===== config.mk =====
export PLATFORM = sky130hd
export DESIGN_NAME = sim_run_ctrl
export DESIGN_NICKNAME = d
export VERILOG_FILES = /design/src/rtl/sim_run_ctrl.sv
export SDC_FILE = /design/constraint.sdc
export NUM_CORES = 1
export LEC_CHECK = 0
export CAP_MARGIN = 10
export CORE_ASPECT_RATIO = 0.7
export CORE_MARGIN = 3
export CORE_UTILIZATION = 51
export DETAILED_ROUTE_END_ITERATION = 7
export PLACE_DENSITY = 0.88
export RECOVER_POWER = 25
export SYNTH_ARGS = -nofsm -noshare
export SYNTH_HDL_FRONTEND = slang
export SYNTH_SLANG_ARGS = --single-unit
export TNS_END_PERCENT = 50

===== constraint.sdc =====
create_clock -name CLK -period 2.4 [get_ports CLK]
set_input_delay 0.48 -clock CLK [delete_from_list [all_inputs] [get_ports CLK]]
set_output_delay 0.48 -clock CLK [all_outputs]
set_load 0.03 [all_outputs]

===== src/rtl/sim_run_ctrl.sv =====
// Simulation run controller: sequences main/derived resets, gates host work,
// and drains outstanding transactions before signalling the wrapper to finish.
module sim_run_ctrl #(
    parameter int unsigned RESET_CYCLES         = 20,
    parameter int unsigned DERIVED_RESET_CYCLES = 20,
    parameter int unsigned DRAIN_TIMEOUT        = 1024
) (
    input  logic        CLK,
    input  logic        RST_N,
    input  logic        finish_req,
    input  logic        idle_in,
    output logic        dut_rst_n,
    output logic        derived_rst_n,
    output logic        run_en,
    output logic        finish_out,
    output logic        timeout_flag,
    output logic [2:0]  state,
    output logic [31:0] cycle_count
);

    typedef enum logic [2:0] {
        StHold    = 3'd0,
        StRelMain = 3'd1,
        StRun     = 3'd2,
        StDrain   = 3'd3,
        StDone    = 3'd4
    } state_e;

    // Transitions compare the pre-edge count, so edge N sees count N-1.
    localparam logic [31:0] HoldLast  = 32'(RESET_CYCLES - 1);
    localparam logic [31:0] RelLast   = 32'(RESET_CYCLES + DERIVED_RESET_CYCLES - 1);
    localparam logic [31:0] DrainLast = 32'(DRAIN_TIMEOUT);
    localparam logic        SkipRel   = (DERIVED_RESET_CYCLES == 0);

    state_e      state_q, state_d;
    logic        dut_rst_n_q, dut_rst_n_d;
    logic        derived_rst_n_q, derived_rst_n_d;
    logic        run_en_q, run_en_d;
    logic        finish_q, finish_d;
    logic        timeout_q, timeout_d;
    logic [31:0] cycle_q, cycle_d;
    logic [31:0] drain_q, drain_d;
    logic [31:0] drain_inc;

    assign drain_inc = drain_q + 32'd1;

    always_comb begin
        state_d         = state_q;
        dut_rst_n_d     = dut_rst_n_q;
        derived_rst_n_d = derived_rst_n_q;
        run_en_d        = run_en_q;
        finish_d        = finish_q;
        timeout_d       = timeout_q;
        drain_d         = drain_q;
        cycle_d         = (cycle_q == 32'hFFFF_FFFF) ? cycle_q : cycle_q + 32'd1;

        case (state_q)
            StHold: begin
                if (finish_req) begin
                    state_d  = StDone;
                    finish_d = 1'b1;
                end else if (cycle_q >= HoldLast) begin
                    dut_rst_n_d = 1'b1;
                    if (SkipRel) begin
                        derived_rst_n_d = 1'b1;
                        run_en_d        = 1'b1;
                        state_d         = StRun;
                    end else begin
                        state_d = StRelMain;
                    end
                end
            end
            StRelMain: begin
                if (finish_req) begin
                    state_d  = StDone;
                    finish_d = 1'b1;
                end else if (cycle_q >= RelLast) begin
                    derived_rst_n_d = 1'b1;
                    run_en_d        = 1'b1;
                    state_d         = StRun;
                end
            end
            StRun: begin
                if (finish_req) begin
                    state_d  = StDrain;
                    run_en_d = 1'b0;
                    drain_d  = 32'd0;
                end
            end
            StDrain: begin
                drain_d = drain_inc;
                // idle_in takes priority over the timeout on the same edge
                if (idle_in) begin
                    state_d   = StDone;
                    finish_d  = 1'b1;
                    timeout_d = 1'b0;
                end else if (drain_inc >= DrainLast) begin
                    state_d   = StDone;
                    finish_d  = 1'b1;
                    timeout_d = 1'b1;
                end
            end
            StDone: begin
                run_en_d = 1'b0;
                finish_d = 1'b1;
            end
            default: begin
                state_d         = StHold;
                dut_rst_n_d     = 1'b0;
                derived_rst_n_d = 1'b0;
                run_en_d        = 1'b0;
            end
        endcase
    end

    always_ff @(posedge CLK or negedge RST_N) begin
        if (!RST_N) begin
            state_q         <= StHold;
            dut_rst_n_q     <= 1'b0;
            derived_rst_n_q <= 1'b0;
            run_en_q        <= 1'b0;
            finish_q        <= 1'b0;
            timeout_q       <= 1'b0;
            cycle_q         <= 32'd0;
            drain_q         <= 32'd0;
        end else begin
            state_q         <= state_d;
            dut_rst_n_q     <= dut_rst_n_d;
            derived_rst_n_q <= derived_rst_n_d;
            run_en_q        <= run_en_d;
            finish_q        <= finish_d;
            timeout_q       <= timeout_d;
            cycle_q         <= cycle_d;
            drain_q         <= drain_d;
        end
    end

    assign state         = state_q;
    assign dut_rst_n     = dut_rst_n_q;
    assign derived_rst_n = derived_rst_n_q;
    assign run_en        = run_en_q;
    assign finish_out    = finish_q;
    assign timeout_flag  = timeout_q;
    assign cycle_count   = cycle_q;

endmodule


After elaboration in Yosys (flattened, before gate mapping)
Index checks and enable logic that the tools add are counted.
{"block": "word_totals", "reg_bits": 72, "in_bits": 4, "out_inout_bits": 40, "elab_cells": 69}
{"block": "op_classes", "n_addsub": 2, "magnitude_cmp": 3, "eq_ne": 14, "muxes": 23, "bitwise_logic": 4, "reduce_logical": 15}
{"cell": "adder 32 x 1 -> 32 bit (second input constant)", "n": 2}
{"cell": "one-hot mux 32 bit (2 select lines)", "n": 1}
{"cell": "== test 32 bit (second input constant)", "n": 1}
{"cell": ">= comparator 32 x 11 -> 1 bit (second input constant)", "n": 1}
{"cell": ">= comparator 32 x 5 -> 1 bit (second input constant)", "n": 1}
{"cell": ">= comparator 32 x 6 -> 1 bit (second input constant)", "n": 1}
{"cell": "2-to-1 mux 32 bit", "n": 1}
{"cell": "2-to-1 mux 3 bit", "n": 7}
{"cell": "one-hot mux 3 bit (5 select lines)", "n": 1}
{"cell": "!= test 2 bit (second input constant)", "n": 5}
{"cell": "2-to-1 mux 1 bit", "n": 9}
{"cell": "!= test 3 bit (second input constant)", "n": 3}
{"cell": "AND reduction 3 bit", "n": 3}
{"cell": "OR reduction 4 bit", "n": 2}
{"cell": "== test 3 x 2 -> 1 bit (second input constant)", "n": 2}
{"cell": "one-hot mux 1 bit (3 select lines)", "n": 2}
{"cell": "AND reduction 5 bit", "n": 1}
{"cell": "NOT 1 bit", "n": 4}
{"cell": "one-hot mux 1 bit (2 select lines)", "n": 2}
{"cell": "AND reduction 2 bit", "n": 2}
{"cell": "AND reduction 4 bit", "n": 1}
{"cell": "nonzero test 2 bit", "n": 2}
{"cell": "OR reduction 2 bit", "n": 2}
{"cell": "== test 3 x 1 -> 1 bit (second input constant)", "n": 1}
{"cell": "other kinds (4)", "n": 4}

Longest topological paths before layout
Gate-level depths: netlist of the first run.
{"block": "logic_depth", "ltp_word": 5, "ltp_mapped": 9}

Least setup slack after synthesis of the first run
OpenSTA, ideal clock, no wires.
{"block": "synth_path", "kind": "reg2reg", "from": "register drain_q[0]", "to": "register state_q[1], in the netlist state[1]", "arrival_ps": 2100, "required_time_ps": 2304, "setup_slack_ps": 204, "path_stages_with_launch": 10, "path_buffers": 1, "synth_period_minus_slack_ps": 2196, "cell_sequence": "dfrtp_1 > ha_1 > nand4_1 > buf_2 > nor4_1 > xnor2_1 > nand2_1 > nor4_4 > nand4_2 > a311oi_2"}
{"block": "synth_via", "elab_chain_len": 4}
{"element": "start: declaration", "line": "42", "rtl": "logic [31:0] drain_q, drain_d;"}
{"element": "start signal: assignment", "line": "134", "rtl": "drain_q <= drain_d;"}
{"element": "adder 32 x 1 -> 32 bit", "line": "45", "rtl": "assign drain_inc = drain_q + 32'd1;"}
{"element": ">= comparator 32 x 11 -> 1 bit", "line": "97", "rtl": "end else if (drain_inc >= DrainLast) begin"}
{"element": "!= test 3 bit (no source line)"}
{"element": "AND reduction 5 bit (no source line)"}
{"element": "end signal: assignment", "line": "118", "rtl": "state_q <= StHold;"}
{"element": "end signal: assignment", "line": "127", "rtl": "state_q <= state_d;"}
{"element": "end: declaration", "line": "35", "rtl": "state_e state_q, state_d;"}
No other way between the ends.
A chain may end at the register's enable or synchronous reset.

Worst setup path in the final report of the first run
{"block": "layout_path", "from": "register drain_q[23]", "to": "register timeout_q, in the netlist timeout_flag"}
{"block": "layout_via", "elab_chain_len": 4}
{"element": "adder 32 x 1 -> 32 bit", "line": "45"}
{"element": ">= comparator 32 x 11 -> 1 bit", "line": "97"}
{"element": "nonzero test 2 bit (no source line)"}
{"element": "AND reduction 2 bit (no source line)"}
{"element": "end signal: assignment", "line": "132", "rtl": "timeout_q <= timeout_d;"}
{"element": "end: declaration", "line": "40", "rtl": "logic timeout_q, timeout_d;"}
No other way between the ends.

==> results of run 1 <==
==> logic make-up after synthesis <==
kind of cell    synth area share
compound gates            0.1477
xor+xnor                 0.08936
fa+ha+maj               0.006078
buf+inv                  0.03252
flops                     0.4377
mux                      0.01003
simple gates              0.2766
==> routing by layer <==
| metal | part of all wire | wire (um) |
|---|---|---|
| met1 | 0.43 | 5165 |
| met2 | 0.45 | 5396 |
| met3 | 0.10 | 1212 |
| met4 | 0.021 | 250 |
| met5 | 0 | 0 |
==> flip-flops by register name, summed over array words and instances (netlist names) <==
register       cells
state              3
drain_q           32
run_en             1
finish_out         1
timeout_flag       1
derived_rst_n      1
cycle_count       32
dut_rst_n          1
==> final cells by class <==
type / instances / area, um2
clock inverter: 5 / 81.33
clock buffer: 10 / 239.0
tap: 98 / 122.6
timing repair buffer: 83 / 725.7
sequential: 72 / 1804
multi-input combinational: 350 / 2248
inverter: 6 / 22.52
fill: 536 / 2303
==> power groups by stage <==
| stage | clock network, mW | registers [mW] | logic, mW |
|---|---|---|---|
| after CTS | 1.46 | 1.22 | 0.0419 |
| final | 1.47 | 1.22 | 0.0368 |
| after floorplan | 0 | 1.24 | 0.00212 |
| after global placement | 0 | 1.24 | 0.0407 |
| after detailed placement | 0 | 1.24 | 0.0417 |
| after global routing | 1.52 | 1.22 | 0.0423 |
==> worst min path at each step <==
stage,start,end
after floorplan,RST_N,cycle_count[0]
after global routing,RST_N,cycle_count[2]
after CTS,RST_N,cycle_count[1]
final,RST_N,cycle_count[1]
after global placement,finish_out,finish_out
after detailed placement,finish_out,finish_out
==> synth_stat cells (2+ instances only) <==
master,n,area (um2)
and4_1,6,52.55
mux2i_1,3,30.03
a31oi_1,9,56.30
o41ai_1,2,17.52
nor2_1,35,131.4
buf_2,7,35.03
a22o_1,2,17.52
and3_4,2,22.52
and3_1,10,62.56
inv_1,6,22.52
nand3_1,27,135.1
nand4_2,2,25.02
nor3_1,11,55.05
nor2b_1,2,12.51
and2_1,4,25.02
nand4_1,24,150.1
or2_2,2,12.51
nand3b_1,2,15.01
a41o_1,2,20.02
a21o_1,2,15.01
and2_2,2,15.01
xor2_1,13,113.9
o31ai_1,9,67.56
nand2_1,44,165.2
o21ai_0,51,255.2
or3_1,3,18.77
a211oi_1,2,15.01
clkbuf_1,13,48.80
nor4_2,3,37.54
ha_1,2,25.02
xnor2_1,29,254.0
dfrtp_1,72,1802
nor4_1,13,81.33
a21oi_1,12,60.06
==> metrics by stage <==
stage               setup TNS, ps  power (mW)  hold slack (ps)  worst slack [ps]    util
floorplan                       0       1.242            184.4             204.3       -
global placement                0       1.278            457.0             162.3  0.6427
detailed placement              0       1.279            462.7             32.09  0.6427
CTS                             0       2.721            125.7             39.39  0.6860
global route               -165.0       2.778            465.9            -82.66  0.6948
finish                          0       2.718            356.7             70.37  0.6948
==> timing repair <==
action	4_1_cts	5_1_grt
gates cloned	0	1
resized for setup	1	15
setup buffers	0	1
setup endpoints to repair	1	7
pin swaps	0	2
==> critical path: cells and delay by family (launching register included) <==
| family | cells | cell delay, ps |
|---|---|---|
| and+or+nand+nor | 5 | 1340 |
| DFF | 1 | 440 |
| AOI/OAI and AO/OA | 2 | 430 |
==> reports/qor.yml, run 1 <==
cts_max_level: 3
fp.dieArea_um2: 9202
clock_power_share: 0.539
cp-endpoint: "timeout_flag"
yosysSeqAreaShare: 0.4377
grt_use_met2: 0.4143
fin_nets: 528
async_flop_share: 1.000
io_pins: 44
yosysWarnings: 0
rows: 26
cpPeakStageDelay_ps: 440
final_layout_size_suffix_gt1_frac: 0.1692
worstSetupStartpointType: "flop"
antenna_found_initial: 0
grt_pass1_wl_um: 19290
status: "completed"
r2r_slack_ps: 70
synthFlopType: "dfrtp_1"
final_cells: 624
route.detailed.drc: 0
clock_sinks: 72
grt.overflow.total: 0
grt_util_met3: 0.07669
holdBufCountCts: 0
switching_share: 0.2073
first_iter_violations: 523
clk_latency_ps: 340
hold_class: "input port to async pin"
critPathLaunch: "drain_q[23]"
wl_per_cell_um: 19.27
syn-num-nets: 458
clock_path_buffers: 2
grt_max_degree: 38
setup_viol: 0
firstDrtPassIters: 5
path_cells: "nand4_1 > nor2_2 > nor4b_4 > a31oi_2 > nor4_4 > nand4_2 > a22o_1"
dr_total_vias: 4037
top_usage_layer: "met2"
cap_viol_max_count: 0
worst-r2r-cell-count: 7
area_growth_pct: 27.39
dp_hpwl_um: 7977
clk_pin_slew_ps: 60
synth_cell_types: 58
cts_tree: "built"
cp.required_ps: 2620
switching_power_mw: 0.5634
maxSlewViolCount: 0
synth_cells: 452
die-height_um: 81.17
worstPathArrival_ps: 2550
cellInternalPower_mw: 2.155
vias_per_cell: 6.470
post-route-period-util: 0.9707
final-hold-violation-count: 0
core_um2: 7547
synth_edf_count: 0
skew_ps: 5.829
routed_wl_um: 12030
worst_slew_pin_slew_ps: 1173
leakagePower_nw: 2.187
start_util: 0.5454
pwr-share-comb: 0.014
critPathMaxFanout: 5
cts_root_buf: "clkbuf_16"
path_class: "flop to flop"
portBuffers: 43
place_inst: 607
layout_commonest_cell: "dfrtp_1"
antenna-diode-count: 0
die_x_um: 113.4
grt_usage: 0.2634
r2r-start: "drain_q[23]"
grt_pass1_vias: 3826
period_needed_ps: 2330
cts_made_buffers: 9
design_area_um2: 5244
use_met1: 0.3574
ys_ff_latch: 72
cp_slowest_cell: "dfrtp_1"
gp_congestion: 0.9578
syn_area_um2: 4116
avgSynthCellArea_um2: 9.107
rsz0062_at_grt: "yes"
final_cell_mix: "dfrtp_1 (70), o21ai_0 (50), nand2_1 (42), clkdlybuf4s50_1 (42), buf_4 (38)"
power.density_nw_per_um2: 518.3
worst_setup_path_end_kind: "flop"
r2r_end: "timeout_flag"
slew_headroom: 0.2183
ir_worst_vdd_uv: 311.9
dpl_cell_area_um2: 4851
ant_nets: 0
p_seq_frac: 0.447
max_freq_mhz: 429.3
(Power assumes the default switching activity.)
==> inputs of run 2 (changes only) <==
- CORE_UTILIZATION: 51 -> 30
- CTS_CLUSTER_SIZE: default -> 8
- HOLD_SLACK_MARGIN: default -> 0.15
- PLACE_DENSITY: 0.88 -> 0.61
==> run 2 against run 1 <==
  * Routed wire length decreased by 8.0%
  * Hold slack improved by 130 ps
  * Count of clock-buffer cells in the layout increased by 2
  * First-iteration DRC count decreased by 26%
  * Clock skew decreased by 0.95 ps
  * Critical path type unchanged
  * Largest cell class unchanged
  * Highest routed layer unchanged
==> reports/qor.yml, run 2 (synthesized netlist as in run 1, its figures left out) <==
first_iter_violations: 388  # was 523
pwr-share-comb: 0.015  # was 0.014
cpPeakStageDelay_ps: 500  # was 440 ps
skew_ps: 4.877  # was 5.829 ps
area_growth_pct: 29.24  # was 27.39%
cellInternalPower_mw: 2.195  # was 2.155 mW
post-route-period-util: 0.9507  # was 0.9707
total_power_mw: 2.753  # was 2.718 mW
die_x_um: 146.0  # was 113.4 um
period_needed_ps: 2282  # was 2330 ps
multiInputGateArea_um2: 2197  # was 2248 um2
slew_headroom: 0.1798  # was 0.2183
path_class: "flop to flop"  # unchanged
critPathMaxFanout: 7  # was 5
regArea_um2: 1804  # unchanged
status: "completed"  # unchanged
clk_pin_slew_ps: 60  # about the same
grt_max_degree: 47  # was 38
layout_commonest_cell: "dfrtp_1"  # unchanged
final_cell_mix: "dfrtp_1 (70), o21ai_0 (50), nand2_1 (44), clkdlybuf4s50_1 (42), buf_4 (37)"  # was dfrtp_1 (70), o21ai_0 (50), nand2_1 (42), clkdlybuf4s50_1 (42), buf_4 (38)
dr_total_vias: 3738  # was 4,037
cp_slowest_cell: "nor3_1"  # was dfrtp_1
ant_nets: 0  # unchanged
rows: 35  # was 26
route.detailed.drc: 0  # unchanged
portBuffers: 43  # unchanged
setup_viol: 0  # unchanged
die-height_um: 104.0  # was 81.17 um
firstDrtPassIters: 7  # was 5
start_util: 0.3102  # was 0.5454
maxSlewViolCount: 0  # unchanged
switching_share: 0.2025  # was 0.2073
cts_root_buf: "clkbuf_16"  # unchanged
p_seq_frac: 0.442  # was 0.447
routed_wl_um: 11060  # was 12,030 um
final_layout_size_suffix_gt1_frac: 0.1540  # was 0.1692
vias_per_cell: 5.257  # was 6.470
clock_path_buffers: 2  # unchanged
worst_setup_path_end_kind: "flop"  # unchanged
cts_tree: "built"  # unchanged
grt_usage: 0.1466  # was 0.2634
leakagePower_nw: 2.170  # was 2.187 nW
gp_congestion: 0.8716  # was 0.9578
max_freq_mhz: 438.3  # was 429.3 MHz
worstPathArrival_ps: 2500  # was 2550 ps
fp.dieArea_um2: 15190  # was 9202 um2
cts_max_level: 3  # unchanged
cap_viol_max_count: 0  # unchanged
cts_made_buffers: 9  # unchanged
antenna-diode-count: 0  # unchanged
clk_latency_ps: 340  # about the same
path_cells: "and3_1 > and4_1 > nand3_1 > nor2_2 > buf_4 > nor3_1 > nand4_1 > xnor2_1"  # was nand4_1 > nor2_2 > nor4b_4 > a31oi_2 > nor4_4 > nand4_2 > a22o_1
hold_class: "flop to flop"  # was input port to async pin
clock_sinks: 72  # unchanged
grt.overflow.total: 0  # unchanged
ir_worst_vdd_uv: 270.8  # was 311.9 uV
dp_hpwl_um: 8049  # was 7977 um
core_um2: 13270  # was 7547 um2
wl_per_cell_um: 15.56  # was 19.27 um
io_pins: 44  # unchanged
clock_power_share: 0.543  # was 0.539
fin_nets: 527  # was 528
grt_pass1_wl_um: 18470  # was 19,290 um
fill_cells: 1286  # was 536
switching_power_mw: 0.5575  # was 0.5634 mW
worst_slew_pin_slew_ps: 1230  # was 1173 ps
cp.required_ps: 2620  # about the same
antenna_found_initial: 0  # unchanged
power.density_nw_per_um2: 517.4  # was 518.3 nW/um2
hold_slack_ps: 485.9  # was 356.7 ps
final-hold-violation-count: 0  # unchanged
grt_pass1_vias: 3573  # was 3,826
worstSetupStartpointType: "flop"  # unchanged
==> run 2: cell types whose count changed in the layout (fill, tap and decap cells not counted), moves of 2 or more <==
cell / before / now
nand2_1: 42 / 44
nor4_4: 4 / 1
nor4_1: 10 / 12
nand2_2: 2 / 0
==> run 2: per-layer routing <==
| layer | vias to the layer above | track usage | share of wire |
|---|---|---|---|
| met2 | 127 | 0.2093 | 0.43 |
| met1 | 1798 | 0.2172 | 0.50 |
| met5 | - | 0 | 0 |
| li1 | 1798 | - | - |
| met4 | 0 | 0.04497 | 0.015 |
| met3 | 15 | 0.03702 | 0.065 |
==> run 2: layout make-up <==
class,count,share of cell area
clock buffers,12,0.04821
flip-flops and latches,72,0.3391
multi-input cells,350,0.4130
repair buffers,82,0.1376
inverters,6,0.004233
well taps,185,0.04351
clock inverters,4,0.01435
==> run 2: path summary, 6_finish.rpt <==
kind	startpoint	to	slack, ps	depth (start not counted)
worst min-delay path	finish_out	finish_out	490	1
worst max-delay path	cycle_count[26]	cycle_count[14]	120	8
min in group asynchronous	RST_N	drain_q[22]	930	2
worst max register to register	cycle_count[26]	cycle_count[14]	120	8
worst min register to register	finish_out	finish_out	490	1
max in group asynchronous	RST_N	cycle_count[25]	450	4
==> run 2: repair_timing <==
action                                  4_1_cts  5_1_grt
hold buffers                                  1        0
resized for setup                             0        7
setup buffers                                 0        1
hold endpoints to repair                     21        0
endpoints found under the setup margin        0        5
==> run 2: worst max-delay path: cells and delay by family (launching register included) <==
kind                   cells  cell delay, ps
AND/OR/NAND/NOR            6            1380
flip-flops                 1             460
buffers and inverters      1             160
XOR/XNOR                   1             160
==> run 2: metrics by stage <==
stage / instance area (um2) / TNS (ps) / setup slack, ps / util / std cells
2_1_floorplan: 4116 / 0 / 204.3 / - / 452
3_3_place_gp: 4952 / 0 / 49.72 / 0.3732 / 693
3_5_place_dp: 4952 / -0.4923 / -0.4923 / 0.3732 / 693
4_1_cts: 5295 / 0 / 0.9412 / 0.3991 / 710
5_1_grt: 5320 / -0.4903 / -0.4903 / 0.4009 / 711
6_report: 5320 / 0 / 118.2 / 0.4009 / 711
==> run 2: power by group through the flow <==
| stage | sequential [mW] | clock (mW) | combinational (mW) |
|---|---|---|---|
| finish | 1.22 | 1.50 | 0.0415 |
| floorplan | 1.24 | 0 | 0.00212 |
| detailed placement | 1.24 | 0 | 0.0426 |
| global placement | 1.24 | 0 | 0.0426 |
| CTS | 1.22 | 1.52 | 0.0440 |
| global route | 1.21 | 1.57 | 0.0483 |
